<file path="config.mk">
export PLATFORM = sky130hd
export DESIGN_NAME = regfile_wb_arbiter_flat
export DESIGN_NICKNAME = d
export VERILOG_FILES = /design/src/rtl/riscv_core_pkg.sv /design/src/rtl/regfile_wb_arbiter_if.sv /design/src/rtl/rr_arbiter3.sv /design/src/rtl/regfile_wb_arbiter.sv /design/src/flat_wrapper.sv
export SDC_FILE = /design/constraint.sdc
export NUM_CORES = 1
export LEC_CHECK = 0
export CAP_MARGIN = 30
export CORE_MARGIN = 5
export CORE_UTILIZATION = 32
export CTS_BUF_LIST = sky130_fd_sc_hd__clkbuf_8
export DETAILED_ROUTE_END_ITERATION = 6
export HOLD_SLACK_MARGIN = 0.12
export PLACE_DENSITY_LB_ADDON = 0.15
export SLEW_MARGIN = 20
export SYNTH_ARGS = -nofsm -noshare
export SYNTH_HDL_FRONTEND = slang
export SYNTH_SLANG_ARGS = --single-unit
</file>
<file path="constraint.sdc">
create_clock -name clk -period 7.8 [get_ports clk]
set_clock_uncertainty 0.1 [all_clocks]
set_input_delay 0.78 -clock clk [delete_from_list [all_inputs] [get_ports clk]]
set_output_delay 0.78 -clock clk [all_outputs]
set_load 0.02 [all_outputs]
</file>
<file path="src/rtl/riscv_core_pkg.sv">
// Shared definitions for the writeback arbiter slice.
//   - Requester indices (bit positions in the per-requester wb_* vectors).
//   - NUM_REQ: number of writeback requesters.
//   - REG_ADDR_W: architectural register index width.
//   - rr_ptr_e: round-robin pointer encoding, named after the
//     requester that currently has highest priority.
package riscv_core_pkg;

  localparam int NUM_REQ    = 3;
  localparam int REG_ADDR_W = 5;
  localparam int NUM_REGS   = 1 << REG_ADDR_W;

  localparam int WB_ALU = 0;
  localparam int WB_LSU = 1;
  localparam int WB_MDU = 2;

  typedef enum logic [1:0] {
    RR_ALU = 2'd0,
    RR_LSU = 2'd1,
    RR_MDU = 2'd2
  } rr_ptr_e;

endpackage

</file>
<file path="src/rtl/regfile_wb_arbiter_if.sv">
// Writeback request bus between the three requesters and the arbiter.
//   wb_valid_pi [NUM_REQ]       : per-requester valid (0 ALU, 1 LSU, 2 MDU/CSR)
//   wb_rd_pi    [NUM_REQ*5]     : packed {rd2, rd1, rd0}
//   wb_data_pi  [NUM_REQ*XLEN]  : packed {data2, data1, data0}
//   wb_ready_po [NUM_REQ]       : one-hot grant from the arbiter
// Handshake: a transfer completes in a cycle where valid[k] and ready[k]
// are both high at the rising edge. Once valid[k] is raised, rd and data
// of requester k stay stable and valid stays high until that transfer.
interface regfile_wb_arbiter_if
  import riscv_core_pkg::*;
#(
  parameter int XLEN = 32
);
  logic [NUM_REQ-1:0]            wb_valid_pi;
  logic [NUM_REQ*REG_ADDR_W-1:0] wb_rd_pi;
  logic [NUM_REQ*XLEN-1:0]       wb_data_pi;
  logic [NUM_REQ-1:0]            wb_ready_po;

  // Requester side.
  modport master (
    output wb_valid_pi,
    output wb_rd_pi,
    output wb_data_pi,
    input  wb_ready_po
  );

  // Arbiter side.
  modport slave (
    input  wb_valid_pi,
    input  wb_rd_pi,
    input  wb_data_pi,
    output wb_ready_po
  );
endinterface

</file>
<file path="src/rtl/rr_arbiter3.sv">
// Three-way round-robin arbiter: pointer register plus combinational
// one-hot grant. No data path.
//   clk, reset     : clock, asynchronous active-low reset
//   valid_pi [3]   : request vector
//   grant_po [3]   : one-hot grant (0 when nothing is valid)
//   rr_ptr_po      : current highest-priority requester (debug/state view)
// A grant is a completed transfer (valid is a precondition of grant), so
// the pointer advances past the winner on every cycle with a grant.
module rr_arbiter3
  import riscv_core_pkg::*;
(
  input  logic       clk,
  input  logic       reset,
  input  logic [2:0] valid_pi,
  output logic [2:0] grant_po,
  output rr_ptr_e    rr_ptr_po
);

  rr_ptr_e rr_ptr_q;

  // Search order rr_ptr, rr_ptr+1, rr_ptr+2 (mod 3).
  always_comb begin
    grant_po = 3'b000;
    case (rr_ptr_q)
      RR_LSU: begin
        if      (valid_pi[1]) grant_po = 3'b010;
        else if (valid_pi[2]) grant_po = 3'b100;
        else if (valid_pi[0]) grant_po = 3'b001;
      end
      RR_MDU: begin
        if      (valid_pi[2]) grant_po = 3'b100;
        else if (valid_pi[0]) grant_po = 3'b001;
        else if (valid_pi[1]) grant_po = 3'b010;
      end
      default: begin
        if      (valid_pi[0]) grant_po = 3'b001;
        else if (valid_pi[1]) grant_po = 3'b010;
        else if (valid_pi[2]) grant_po = 3'b100;
      end
    endcase
  end

  always_ff @(posedge clk or negedge reset) begin
    if (!reset) begin
      rr_ptr_q <= RR_ALU;
    end else begin
      case (grant_po)
        3'b001:  rr_ptr_q <= RR_LSU;
        3'b010:  rr_ptr_q <= RR_MDU;
        3'b100:  rr_ptr_q <= RR_ALU;
        default: rr_ptr_q <= rr_ptr_q;
      endcase
    end
  end

  assign rr_ptr_po = rr_ptr_q;

endmodule

</file>
<file path="src/rtl/regfile_wb_arbiter.sv">
// Shares the register file's single write port among ALU, LSU and
// MULDIV/CSR writeback requesters (round-robin), and tracks pending
// long-latency destinations for decode-stage RAW/WAW hazard detection.
//   clk, reset                : clock, asynchronous active-low reset
//   wb (slave modport)        : writeback valid/rd/data in, one-hot ready out
//   issue_valid_pi/_rd_pi     : decode issues a long-latency op writing rd
//   issue_ready_po            : low when issue_rd_pi is already pending
//   rs1_pi/rs2_pi             : decode source registers
//   rs1_busy_po/rs2_busy_po   : source has a pending write not yet on the port
//   rf_we_po/rf_rd_po/rf_wdata_po : drive reg_file write port
//   dbg_rr_ptr_po             : round-robin pointer
//   dbg_pending_po            : pending-write scoreboard
module regfile_wb_arbiter
  import riscv_core_pkg::*;
#(
  parameter int XLEN = 32
)(
  input  logic                  clk,
  input  logic                  reset,
  regfile_wb_arbiter_if.slave   wb,
  input  logic                  issue_valid_pi,
  input  logic [REG_ADDR_W-1:0] issue_rd_pi,
  output logic                  issue_ready_po,
  input  logic [REG_ADDR_W-1:0] rs1_pi,
  input  logic [REG_ADDR_W-1:0] rs2_pi,
  output logic                  rs1_busy_po,
  output logic                  rs2_busy_po,
  output logic                  rf_we_po,
  output logic [REG_ADDR_W-1:0] rf_rd_po,
  output logic [XLEN-1:0]       rf_wdata_po,
  output logic [1:0]            dbg_rr_ptr_po,
  output logic [NUM_REGS-1:0]   dbg_pending_po
);

  logic [NUM_REQ-1:0]    grant;
  rr_ptr_e               rr_ptr;
  logic [REG_ADDR_W-1:0] winner_rd;
  logic [XLEN-1:0]       winner_data;
  logic                  clr_en;
  logic                  set_en;
  logic [NUM_REGS-1:0]   pending_q;
  logic [NUM_REGS-1:0]   pending_d;

  rr_arbiter3 u_rr (
    .clk       (clk),
    .reset     (reset),
    .valid_pi  (wb.wb_valid_pi),
    .grant_po  (grant),
    .rr_ptr_po (rr_ptr)
  );

  assign wb.wb_ready_po = grant;

  // Winner mux; grant is one-hot so at most one branch fires.
  always_comb begin
    winner_rd   = '0;
    winner_data = '0;
    for (int k = 0; k < NUM_REQ; k++) begin
      if (grant[k]) begin
        winner_rd   = wb.wb_rd_pi[k*REG_ADDR_W +: REG_ADDR_W];
        winner_data = wb.wb_data_pi[k*XLEN +: XLEN];
      end
    end
  end

  // x0 writes are still granted and consumed, just never written.
  assign rf_we_po    = (|grant) & (winner_rd != '0);
  assign rf_rd_po    = winner_rd;
  assign rf_wdata_po = winner_data;

  // Only long-latency producers (LSU, MDU) retire scoreboard entries.
  assign clr_en = grant[WB_LSU] | grant[WB_MDU];

  // A destination retiring this cycle frees it for a new producer and is
  // not busy, since reg_file forwards the write data combinationally.
  assign issue_ready_po = ~pending_q[issue_rd_pi] | (clr_en & (winner_rd == issue_rd_pi));
  assign rs1_busy_po    = pending_q[rs1_pi] & ~(clr_en & (winner_rd == rs1_pi));
  assign rs2_busy_po    = pending_q[rs2_pi] & ~(clr_en & (winner_rd == rs2_pi));

  assign set_en = issue_valid_pi & issue_ready_po & (issue_rd_pi != '0);

  // Set is applied after clear so a same-cycle retire/issue leaves it set.
  always_comb begin
    pending_d = pending_q;
    if (clr_en) pending_d[winner_rd] = 1'b0;
    if (set_en) pending_d[issue_rd_pi] = 1'b1;
    pending_d[0] = 1'b0;
  end

  always_ff @(posedge clk or negedge reset) begin
    if (!reset) begin
      pending_q <= '0;
    end else begin
      pending_q <= pending_d;
    end
  end

  assign dbg_rr_ptr_po  = rr_ptr;
  assign dbg_pending_po = pending_q;

endmodule

</file>
<file path="src/flat_wrapper.sv">
// flat-port wrapper written by rule: the top's interface ports become plain ports
module regfile_wb_arbiter_flat import riscv_core_pkg::*;
#(
  parameter int XLEN = 32
)
  (clk, reset, issue_valid_pi, issue_rd_pi, issue_ready_po, rs1_pi, rs2_pi, rs1_busy_po, rs2_busy_po, rf_we_po, rf_rd_po, rf_wdata_po, dbg_rr_ptr_po, dbg_pending_po, wb_wb_valid_pi, wb_wb_rd_pi, wb_wb_data_pi, wb_wb_ready_po);
  regfile_wb_arbiter_if #(.XLEN(XLEN)) wb_i ();
  input  logic clk;
  input  logic reset;
  input  logic issue_valid_pi;
  input  logic [REG_ADDR_W-1:0] issue_rd_pi;
  output logic issue_ready_po;
  input  logic [REG_ADDR_W-1:0] rs1_pi;
  input  logic [REG_ADDR_W-1:0] rs2_pi;
  output logic rs1_busy_po;
  output logic rs2_busy_po;
  output logic rf_we_po;
  output logic [REG_ADDR_W-1:0] rf_rd_po;
  output logic [XLEN-1:0] rf_wdata_po;
  output logic [1:0] dbg_rr_ptr_po;
  output logic [NUM_REGS-1:0] dbg_pending_po;
  input wire logic [$bits(wb_i.wb_valid_pi)-1:0] wb_wb_valid_pi;
  input wire logic [$bits(wb_i.wb_rd_pi)-1:0] wb_wb_rd_pi;
  input wire logic [$bits(wb_i.wb_data_pi)-1:0] wb_wb_data_pi;
  output wire logic [$bits(wb_i.wb_ready_po)-1:0] wb_wb_ready_po;
  assign wb_i.wb_valid_pi = wb_wb_valid_pi;
  assign wb_i.wb_rd_pi = wb_wb_rd_pi;
  assign wb_i.wb_data_pi = wb_wb_data_pi;
  assign wb_wb_ready_po = wb_i.wb_ready_po;
  regfile_wb_arbiter #(.XLEN(XLEN)) u_core (.clk(clk), .reset(reset), .wb(wb_i), .issue_valid_pi(issue_valid_pi), .issue_rd_pi(issue_rd_pi), .issue_ready_po(issue_ready_po), .rs1_pi(rs1_pi), .rs2_pi(rs2_pi), .rs1_busy_po(rs1_busy_po), .rs2_busy_po(rs2_busy_po), .rf_we_po(rf_we_po), .rf_rd_po(rf_rd_po), .rf_wdata_po(rf_wdata_po), .dbg_rr_ptr_po(dbg_rr_ptr_po), .dbg_pending_po(dbg_pending_po));
endmodule
</file>
* After elaboration in Yosys (flattened, before gate mapping)
Index checks and enable logic that the tools add are counted.
** Cells by class
- Add/subtract/negate cells :: 0
- Multipliers :: 0
- Divide/modulo/power cells :: 0
- $lt $le $gt $ge :: 6
- Eq/ne operators :: 8
- Shift operators :: 0
- Multiplexer cells :: 29
- Bitwise logic cells :: 16
- Reductions and logical operators :: 6
** Operator list (count)
- two-way mux 32 bit :: 5
- bitwise AND 32 bit :: 1
- inverter 32 bit :: 1
- bitwise OR 32 bit :: 1
- less-than comparator 5 x 6 -> 1 bit (second input constant) :: 4
- two-way mux 3 bit :: 6
- binary-select mux 1 bit (select 5 bit) :: 3
- equality test 5 bit :: 3
- two-way mux 5 bit :: 3
- demux 1 bit (select 5 bit) :: 2
- greater-or-equal comparator 5 x 1 -> 1 bit (second input constant) :: 2
- nonzero test 5 bit :: 2
- bitwise AND 1 bit :: 8
- two-way mux 1 bit :: 6
- case mux 2 bit (3 select lines) :: 1
- case mux 3 bit (2 select lines) :: 1
- two-way mux 2 bit :: 2
- equality test 3 x 1 -> 1 bit (second input constant) :: 1
- equality test 3 x 2 -> 1 bit (second input constant) :: 1
- equality test 3 bit (second input constant) :: 1
- inverter 1 bit :: 3
- nonzero test 3 bit :: 1
- OR reduction 3 bit :: 1
- equality test 2 x 1 -> 1 bit (second input constant) :: 1
- 3 further kinds :: 5
** Storage, ports and cells
- Register bits after elaboration :: 33
- Bits in latches :: 0
- Bits in writable memories :: 0
- Memory bits (read-only) :: 0
- Word-level logic and storage cells :: 67
- Memories :: 0

* Longest topological paths before layout
- Depth after elaboration :: 16
- Gate-level depth with buffers :: 13

* Modules after synthesis
From an unflattened synthesis, not the netlist that was laid out.
** Second synthesis, totals
- Cell total of the unflattened synthesis :: 459
- Area, all modules :: 3638.5 µm²
** By module, submodules not included
- regfile_wb_arbiter :: times used 1, cells an instance 424, area each 3399.5 µm²
- rr_arbiter3 :: times used 1, cells an instance 35, area each 239.0 µm²

* Worst setup path before layout
No wires, ideal clock.
- Path kind :: register to output
- Start point :: reg u_core.u_rr.rr_ptr_q[0] (netlist: u_core.u_rr.rr_ptr_po[0])
- End point :: out issue_ready_po
- Arrival :: 3.011 ns
- Data required time :: 6.920 ns
- Setup slack :: 3.909 ns
- Stages on the path, launching flop included :: 14
- Cell sequence :: dfrtp_1 -> inv_1 -> ha_1 -> buf_6 -> or2_4 -> o211ai_2 -> inv_2 -> buf_6 -> o41ai_4 -> inv_2 -> xnor2_2 -> nand2_2 -> buf_6 -> o21bai_1
** Between the ends
- Cells in the longest elaborated chain, start to end :: 8
- Elaborated cells on any way between the ends :: 10
** RTL lines
- from (decl) :: RTL line rr_arbiter3.sv:19 : rr_ptr_e rr_ptr_q;
- from (signal assigned) :: RTL line rr_arbiter3.sv:51 : default: rr_ptr_q <= rr_ptr_q;
- equality test 2 bit / equality test 2 x 1 -> 1 bit (equally long branches) :: RTL line rr_arbiter3.sv:24 : case (rr_ptr_q)
- case mux 3 bit (2 select lines) * :: RTL line rr_arbiter3.sv:24
- two-way mux 5 bit (2 in series) :: RTL line regfile_wb_arbiter.sv:59 : if (grant[k]) begin
- two-way mux 5 bit * :: RTL line regfile_wb_arbiter.sv:59
- named net rf_rd_po[1] :: RTL line flat_wrapper.sv:18 : output logic [REG_ADDR_W-1:0] rf_rd_po;
- equality test 5 bit * :: RTL line regfile_wb_arbiter.sv:76 : assign issue_ready_po = ~pending_q[issue_rd_pi] | (clr_en & (winner_rd == issue_rd_pi));
- bitwise AND 1 bit * :: RTL line regfile_wb_arbiter.sv:76
- bitwise OR 1 bit * :: RTL line regfile_wb_arbiter.sv:76
- to (decl) :: RTL line flat_wrapper.sv:12 : output logic issue_ready_po;
The timed path passes the listed nets; every way through them passes the cells marked *.

* Worst setup path after layout
- Start point :: in wb_wb_valid_pi[0]
- End point :: out issue_ready_po
** Between the ends
- Cells in the longest elaborated chain, start to end :: 10
- Elaborated cells on any way between the ends :: 14
** RTL lines
- from (decl) :: RTL line flat_wrapper.sv:22 : input wire logic [$bits(wb_i.wb_valid_pi)-1:0] wb_wb_valid_pi;
- two-way mux 1 bit :: RTL line rr_arbiter3.sv:28 : else if (valid_pi[0]) grant_po = 3'b001;
- two-way mux 3 bit :: RTL line rr_arbiter3.sv:27 : else if (valid_pi[2]) grant_po = 3'b100;
- two-way mux 3 bit :: RTL line rr_arbiter3.sv:26 : if (valid_pi[1]) grant_po = 3'b010;
- case mux 3 bit (2 select lines) * :: RTL line rr_arbiter3.sv:24
- two-way mux 5 bit (3 in series) :: RTL line regfile_wb_arbiter.sv:59
- equality test 5 bit :: RTL line regfile_wb_arbiter.sv:76
- bitwise AND 1 bit * :: RTL line regfile_wb_arbiter.sv:76
- bitwise OR 1 bit * :: RTL line regfile_wb_arbiter.sv:76
Every way passes the cells marked *; elsewhere a longest branch is shown, timed or not.

==> flow_summary.json <==
{
  "synth.avg_cell_area_sq_um": 8.68,
  "p_leak_nw": 2.27,
  "report.final.hold_viol_count": 0,
  "die-area_sq_um": 14100,
  "drt-pass1-iter-count": 7,
  "final_nets": 747,
  "overflow": 0,
  "cpPeakStageDelay_ns": 0.90,
  "fin_tns_setup_ns": 0,
  "clkSlewWorstSetupHoldPaths_ns": 0.07,
  "ios": 210,
  "multiInputGateArea_sq_um": 2580,
  "synth_nets": 570,
  "root_buffer": "clkbuf_8",
  "synth_edf_count": 0,
  "vdd_drop_max_v": 0.000203,
  "r2r.worst_path.cells": 11,
  "synth_area_sq_um": 3780,
  "wirelength_microns": 17800,
  "coreArea_sq_um": 11500,
  "worstPathArrival_ns": 4.91,
  "grt_max_degree": 41,
  "power_frac_clock": 0.068,
  "cts_buffers": 5,
  "rrSetupSlack_ns": 3.24,
  "initial_core_util": 0.328,
  "grt_first_pass_wirelength_microns": 27400,
  "start_kind": "input port",
  "port_buffers": 208,
  "clkSinkCount": 33,
  "vias": 4629,
  "period_minus_slack_ns": 5.79,
  "met3WireLength_microns": 1650,
  "routedWlPerCell_microns": 23.5,
  "drc": 6,
  "seq_area_frac_synth": 0.218,
  "synth_seq_cells": 33,
  "dp_slack_ns": 2.06,
  "layout_setup_ws_ns": 2.01,
  "crit_slowest_cell": "a221oi_2",
  "crit_chain": "clkdlybuf4s50_1, o21ai_0, o211ai_2, inv_2, a221oi_2, inv_1, xnor2_1, nand4_1, o21bai_1, clkdlybuf4s50_1",
  "drt.antenna.violating_nets": 0,
  "grt_pass1_vias": 4539,
  "p_comb_frac": 0.774,
  "cts_buffer_depth": 2,
  "top_layer": "met4",
  "hold_class": "reg2reg",
  "die_x_microns": 119,
  "end_kind": "output pin",
  "critPathMostFrequentCell": "clkdlybuf4s50_1",
  "dpl.hpwl_microns": 13500,
  "p_sw_frac": 0.516,
  "viasPerCell": 6.12,
  "holdPathStages": 2,
  "seqCellArea_sq_um": 826,
  "antenna_found_initial": 0,
  "synthCells": 436,
  "area_delta_synth_final_pct": 58.7,
  "crit_type": "in2out",
  "ys_types": 55,
  "met2_length_microns": 8670,
  "mostFrequentLayoutCell": "clkdlybuf4s50_1",
  "async_flop_share": 1.00,
  "power.switching_w": 0.00123,
  "drt_iter0_markers": 626,
  "gp_congestion": 0.919,
  "grtUsageTotal": 0.244,
  "synth_ff_type": "dfrtp_1",
  "tightest_slew_ns": 0.994,
  "cts_setup_buffers": 0,
  "fillers": 1062,
  "drive_above_1_share": 0.108,
  "die_h_microns": 119,
  "hold_buffers": 0,
  "p_int_w": 0.00116,
  "cp.required_ns": 6.92,
  "finalCritPeriodShare": 0.742,
  "htree_levels": 2,
  "max_cap_viol_count": 0,
  "slew_violations": 0,
  "max_freq_ghz": 0.173,
  "layout_common_cells": "clkdlybuf4s50_1, nand2_1, nand3_1, inv_1, dfrtp_1",
  "failed_checks": "DRC",
  "yosysWarnings": 0,
  "cts_tree": "done",
  "ctsResizeCount": 0,
  "slew_headroom": 0.335,
  "rsz0062_at_grt": "no",
  "p_seq_frac": 0.158,
  "setup_viol": 0,
  "power_density_nw_per_um2": 399,
  "clk-insertion-delay-late_ns": 0.29,
  "cp_max_fo": 40,
  "row_count": 39,
  "insertedDiodeCount": 0,
  "drt-met1-wl_microns": 7150,
  "outcome": "finished with violations"
}
## final timing paths
kind	to	startpoint
setup / recovery	issue_ready_po	wb_wb_valid_pi[0]
hold / removal	u_core.u_rr.rr_ptr_po[1]$_DFFE_PN0P_	u_core.u_rr.rr_ptr_po[1]$_DFFE_PN0P_
setup reg to reg	u_core.dbg_pending_po[1]$_DFF_PN0_	u_core.u_rr.rr_ptr_po[0]$_DFFE_PN0P_
hold reg to reg	u_core.u_rr.rr_ptr_po[1]$_DFFE_PN0P_	u_core.u_rr.rr_ptr_po[1]$_DFFE_PN0P_
max in group asynchronous	u_core.dbg_pending_po[24]$_DFF_PN0_	reset
min in group asynchronous	u_core.dbg_pending_po[30]$_DFF_PN0_	reset
## area by class of cell
type / instances / area share
clock buffers: 5 / 0.0115
multi-input cells: 309 / 0.429
inverters: 47 / 0.0294
flip-flops and latches: 33 / 0.138
well taps: 143 / 0.0298
clock inverters: 2 / 0.00583
repair buffers: 217 / 0.357
## logic make-up (layout without fill, tap and decap cells)
logic type      Yosys count  count (layout)  share of synthesized area
mux                      28              28                      0.158
simple gates            137             137                      0.181
other cells               1               1                   0.000991
buf+inv                  94             271                      0.105
compound gates          130             130                      0.302
fa+ha+maj                 2               2                    0.00661
flops                    33              33                      0.218
xor+xnor                 11              11                     0.0275
## stage by stage
step                power [W]   util  instances  area (sq um)  hold slack, ns
global route          0.00254  0.521        756          6000           0.493
finish                0.00239  0.521        756          6000           0.472
global placement      0.00220  0.510        745          5880           0.449
CTS                   0.00239  0.519        752          5980           0.482
detailed placement    0.00222  0.510        745          5880           0.465
floorplan             0.00146      -        436          3780           0.384
## Yosys cell counts, types with 3 or more instances
cell	number	area, sq um
dfrtp_1	33	826
a222oi_1	32	320
nor2b_1	3	18.8
and2_1	4	25.0
buf_1	9	33.8
nor3b_1	4	30.0
nor2_1	9	33.8
inv_1	42	158
xnor2_1	10	87.6
inv_2	5	18.8
o311ai_1	24	210
clkbuf_1	29	109
o2111ai_1	3	26.3
buf_6	5	56.3
nand2b_1	3	18.8
nand3_1	46	230
and3b_1	3	26.3
o21ai_0	21	105
mux4_2	25	563
a21oi_1	3	15.0
a31oi_1	3	18.8
o31ai_1	18	135
mux2_2	3	33.8
o311ai_2	5	81.3
and3_1	5	31.3
buf_2	3	15.0
or4_1	3	22.5
nand2_1	48	180
## registers in the layout (all words and copies together), names as in the netlist
register               count
u_core.u_rr.rr_ptr_po      2
u_core.dbg_pending_po     31
## per-layer routing
metal | vias up | global-route usage
met3 | 32 | 0.0564
met1 | 2245 | 0.319
met4 | 0 | 0.0536
met2 | 282 | 0.411
li1 | 2070 | -
met5 | - | 0
## critical path: cells and delay by family
family / cells / cell delay (ns)
AOI/OAI and AO/OA: 4 / 1.51
buffers and inverters: 4 / 2.17
and+or+nand+nor: 1 / 0.14
xor gates and xnor gates: 1 / 0.28
## power groups by stage
stage	logic [W]	registers, W	clock network (W)
6_report	0.00185	0.000379	0.000162
5_1_grt	0.00197	0.000392	0.000173
4_1_cts	0.00185	0.000378	0.000164
3_5_place_dp	0.00184	0.000380	0
3_3_place_gp	0.00183	0.000374	0
2_1_floorplan	0.00103	0.000430	0
Note: power is estimated with default switching activity, not from simulation.
